[config.mk]
export PLATFORM = sky130hd
export DESIGN_NAME = add_result_stage
export DESIGN_NICKNAME = d
export VERILOG_FILES = /design/src/rtl/add_result_stage.sv
export SDC_FILE = /design/constraint.sdc
export NUM_CORES = 1
export LEC_CHECK = 0
export BUFFER_PORTS_ARGS = -buffer_cell sky130_fd_sc_hd__buf_4
export CORE_UTILIZATION = 47
export CTS_CLUSTER_SIZE = 16
export DETAILED_ROUTE_END_ITERATION = 8
export PLACE_DENSITY = 0.75
export SYNTH_ARGS = -nofsm -noshare
export SYNTH_HDL_FRONTEND = slang
export SYNTH_SLANG_ARGS = --single-unit
[constraint.sdc]
create_clock -name clk -period 1.7 [get_ports clk]
set_input_delay 0.34 -clock clk [delete_from_list [all_inputs] [get_ports clk]]
set_output_delay 0.34 -clock clk [all_outputs]
set_load 0.01 [all_outputs]
[src/rtl/add_result_stage.sv]
// add_result_stage
// Registered result stage behind a ripple-carry adder lane. It derives the
// unsigned carry/borrow and signed overflow flags, and optionally saturates
// the sum (unsigned or signed). A two-entry skid buffer gives one-cycle
// latency at full throughput with a registered in_ready.
//
// Ports:
//   clk, rst                 clock, synchronous active-high reset
//   in_valid / in_ready      upstream handshake
//   in_sum, in_cout,         adder sum, carry out, carry into the MSB
//   in_prev_cout
//   in_sub                   beat is a subtract (upstream fed ~B, cin=1)
//   in_mode                  00 wrap, 01 unsigned sat, 10 signed sat, 11 wrap
//   out_valid / out_ready    downstream handshake
//   out_result               final, possibly saturated, result
//   out_carry, out_ovf       carry (add) or borrow (sub), signed overflow
//   out_zero, out_neg        flags of the final result
//   out_sat                  this beat was saturated
//   vxsat_clr / vxsat        sticky saturation flag and its clear
module add_result_stage #(
  parameter int WIDTH = 8
) (
  input  logic             clk,
  input  logic             rst,
  input  logic             in_valid,
  output logic             in_ready,
  input  logic [WIDTH-1:0] in_sum,
  input  logic             in_cout,
  input  logic             in_prev_cout,
  input  logic             in_sub,
  input  logic [1:0]       in_mode,
  output logic             out_valid,
  input  logic             out_ready,
  output logic [WIDTH-1:0] out_result,
  output logic             out_carry,
  output logic             out_ovf,
  output logic             out_zero,
  output logic             out_neg,
  output logic             out_sat,
  input  logic             vxsat_clr,
  output logic             vxsat
);

  typedef enum logic [1:0] {
    MODE_WRAP = 2'b00,
    MODE_USAT = 2'b01,
    MODE_SSAT = 2'b10,
    MODE_RSVD = 2'b11
  } mode_e;

  typedef struct packed {
    logic [WIDTH-1:0] result;
    logic             carry;
    logic             ovf;
    logic             zero;
    logic             neg;
    logic             sat;
  } beat_t;

  localparam logic [WIDTH-1:0] MAX_POS = {1'b0, {(WIDTH-1){1'b1}}};
  localparam logic [WIDTH-1:0] MIN_NEG = {1'b1, {(WIDTH-1){1'b0}}};

  beat_t new_beat;
  beat_t out_q;
  beat_t skid_q;
  logic  out_valid_q;
  logic  skid_valid_q;
  logic  vxsat_q;
  logic  accept;
  logic  transfer;

  assign accept   = in_valid && in_ready;
  assign transfer = out_valid_q && out_ready;

  // Flags come from the raw adder outputs; zero/neg are taken from the
  // result after saturation. A subtract borrows when the adder did not carry.
  always_comb begin
    new_beat        = '0;
    new_beat.result = in_sum;
    new_beat.carry  = in_sub ? ~in_cout : in_cout;
    new_beat.ovf    = in_cout ^ in_prev_cout;
    case (mode_e'(in_mode))
      MODE_USAT: begin
        if (new_beat.carry) begin
          new_beat.result = in_sub ? '0 : '1;
          new_beat.sat    = 1'b1;
        end
      end
      MODE_SSAT: begin
        // A wrapped negative sum means the true result overflowed upward.
        if (new_beat.ovf) begin
          new_beat.result = in_sum[WIDTH-1] ? MAX_POS : MIN_NEG;
          new_beat.sat    = 1'b1;
        end
      end
      default: ;
    endcase
    new_beat.zero = (new_beat.result == '0);
    new_beat.neg  = new_beat.result[WIDTH-1];
  end

  // Skid buffer. The skid entry is only ever occupied while the output entry
  // is, and in_ready is low while it is, so a refill from skid never competes
  // with a new upstream beat.
  always_ff @(posedge clk) begin
    if (rst) begin
      out_valid_q  <= 1'b0;
      skid_valid_q <= 1'b0;
      out_q        <= '0;
      skid_q       <= '0;
    end else if (!out_valid_q || transfer) begin
      if (skid_valid_q) begin
        out_q        <= skid_q;
        out_valid_q  <= 1'b1;
        skid_valid_q <= 1'b0;
      end else if (accept) begin
        out_q       <= new_beat;
        out_valid_q <= 1'b1;
      end else begin
        out_valid_q <= 1'b0;
      end
    end else if (accept) begin
      skid_q       <= new_beat;
      skid_valid_q <= 1'b1;
    end
  end

  // Sticky saturation: a saturating transfer takes priority over a clear.
  always_ff @(posedge clk) begin
    if (rst) begin
      vxsat_q <= 1'b0;
    end else if (transfer && out_q.sat) begin
      vxsat_q <= 1'b1;
    end else if (vxsat_clr) begin
      vxsat_q <= 1'b0;
    end
  end

  assign in_ready   = ~skid_valid_q;
  assign out_valid  = out_valid_q;
  assign out_result = out_q.result;
  assign out_carry  = out_q.carry;
  assign out_ovf    = out_q.ovf;
  assign out_zero   = out_q.zero;
  assign out_neg    = out_q.neg;
  assign out_sat    = out_q.sat;
  assign vxsat      = vxsat_q;

endmodule

==> impl_metrics.toml <==
[outcome]
status = "finished with violations"
violations = "design-rule violations"

[sta]
max_freq_mhz = 646.4
skew_ps = 11.82
finalCritPeriodShare_pct = 91.00
setup_viol = 0
relSlewSlack_pct = 71.22
hold_viol = 0
finalSetupTns_ps = 0
post-route-min-period_ps = 1547
max_slew.worst_pin.slew_ps = 430.1
drv_slew = 0
whs_ps = 263.7
rsz0062_at_grt = "false"

[yosys]
syn_area_um2 = 1430
syn_nets = 197
synth.top_cell.area_share_pct = 37.80
synthArstFlopShare_pct = 0
postSynthCellCount = 177
avgSynthCellArea_um2 = 8.080
synth_top_area_cell = "dfxtp_1"
ys_seq_area_share_pct = 37.80
synthTopCellsByArea = "dfxtp_1 (38%), nand2_1 (6.8%), nor2_1 (5.5%), a21oi_1 (4.9%), a211oi_1 (4.7%)"
synth_edf_count = 0
ys.flop_type = "dfxtp_1"
synth-seq-cells = 27
synth_warnings = 0
ys_types = 41

[clocking]
cts_root_buf = "clkbuf_4"
tritoncts = "built"
post-cts-setup-buffers = 0
clk_pin_slew_ps = 150
cts_max_level = 1
cts_sinks = 27
clk_latency_ps = 320
cts_made_buffers = 3
holdBufCountCts = 0
cts.repair.resized = 0
clockBufferDepth = 2

[global_route]
gr-usage-all-layers_pct = 22.42
grt-ovfl-total = 0
grt_pass1_vias = 1340
grt_max_degree = 25
antenna_found_initial = 0
grt_pass1_wl_um = 5837

[cells_and_area]
final_cell_count_no_fill = 259
syn2layout_area_growth_pct = 31.32
final_cell_mix = "buf_4 (56), dfxtp_1 (27), nand2_1 (25), nor2_1 (21), a21oi_1 (14)"
largest_reg_flops = 12
largest_register = "skid_q"
final_common_cell = "buf_4"
layout.nets = 249
diodes = 0
drive_gt1_share_pct = 32.46

[floorplanning]
rows = 19
dieHeight_um = 57.16
ios = 34
initial_core_util_pct = 50.55
dieWidth_um = 57.16
core_area_um2 = 2829
die-area_um2 = 3267

[detailed_routing]
highest-signal-layer = "met4"
first_pass_iters = 6
wl_per_cell_um = 13.80
wl_met3_um = 128
vias = 1446
vias_per_cell = 5.583
drc = 2
wl_met1_um = 1622
wl_met2_um = 1797
drtAntennaViolNets = 0
drt_wl_total_um = 3575
drtIter0Drc = 65

[critical_path]
cp_max_fo = 8
crit_path_max_incr_delay_ps = 490
crit_path_start_kind = "flop"
crit_type = "flop to output port"
worst_setup_path_end_kind = "output port"
path_cells = "inv_1 > buf_4"
slowest_stage = "dfxtp_1"
worstPathArrival_ps = 1210
rrSetupSlack_ps = 220
required_ps = 1360

[run]
cap_violations = 0

[placement]
placed_cells = 255
place.gp.congestion = 0.9038
io_buffers = 33
dp_hpwl_um = 2790

[min_path]
hold_class = "input pin to flop"

[pwr]
total_power_mw = 1.321
peakVddDrop_mv = 0.3682
p_leak_nw = 0.7846
p_per_area_nw_per_um2 = 703.3
==> layout make-up <==
| type | instances | area [um^2] |
|---|---|---|
| well taps | 31 | 38.79 |
| flip-flops and latches | 27 | 540.5 |
| inverters | 5 | 18.77 |
| clock buffers | 3 | 22.52 |
| repair buffers | 56 | 420.4 |
| clock inverters | 1 | 5.005 |
| fillers | 260 | 950.9 |
| multi-input cells | 136 | 832.0 |
==> logic make-up (layout without fill, tap and decap cells) <==
logic type                 Yosys count  after routing  synth area share [%]
adders and majority gates            2              2                 1.750
AOI/OAI and AO/OA                   58             58                 27.30
DFF                                 27             27                 37.80
muxes                                3              3                 2.100
buffers and inverters               14             65                 4.549
and+or+nand+nor                     70             70                 23.62
xor gates and xnor gates             3              3                 2.888
==> through the flow <==
step                      setup WS, ps  area, um^2  util, %
after global routing             47.14        1878    66.39
after CTS                        142.7        1873    66.21
after global placement          -166.6        1846    65.24
after floorplan                 -14.03        1434        -
final                            153.0        1878    66.39
after detailed placement        -201.7        1846    65.24
==> power by group <==
part / switching [mW] / internal (mW)
registers: 0.0205 / 0.668
logic: 0.179 / 0.175
clock network: 0.191 / 0.0880
total: 0.390 / 0.931
==> Yosys cell counts, types with 2 or more instances <==
master and count:
dfxtp_1 27, nand2_1 26, nor2_1 21, a21oi_1 14
a211oi_1 9, o21ai_0 7, o21ai_1 7, clkbuf_1 6
nand2b_1 6, nor3_1 6, inv_1 5, a31oi_1 3
mux2i_1 3, o211ai_1 3, a311oi_1 2, a32o_1 2
ha_1 2, nand3_1 2, nand3b_1 2, o21a_1 2
o21ba_2 2
==> worst max-delay path, delay by kind of cell (launching register included) <==
family / cells / cell delay [ps]
buffers and inverters: 2 / 400
DFF: 1 / 490
==> routing by layer <==
layer | global-route usage (%) | up-vias
met3 | 2.721 | 2
li1 | - | 731
met2 | 40.00 | 35
met1 | 28.61 | 678
met5 | 0 | -
met4 | 5.923 | 0
==> final timing paths <==
kind,cells after the start,end,start
setup / recovery,2,in_ready,skid_valid_q
hold / removal,3,skid_q[5],in_sum[0]
setup reg to reg,5,skid_q[11],out_valid
hold reg to reg,2,out_result[0],out_result[0]
No activity file was read; power rests on OpenSTA's default activity.
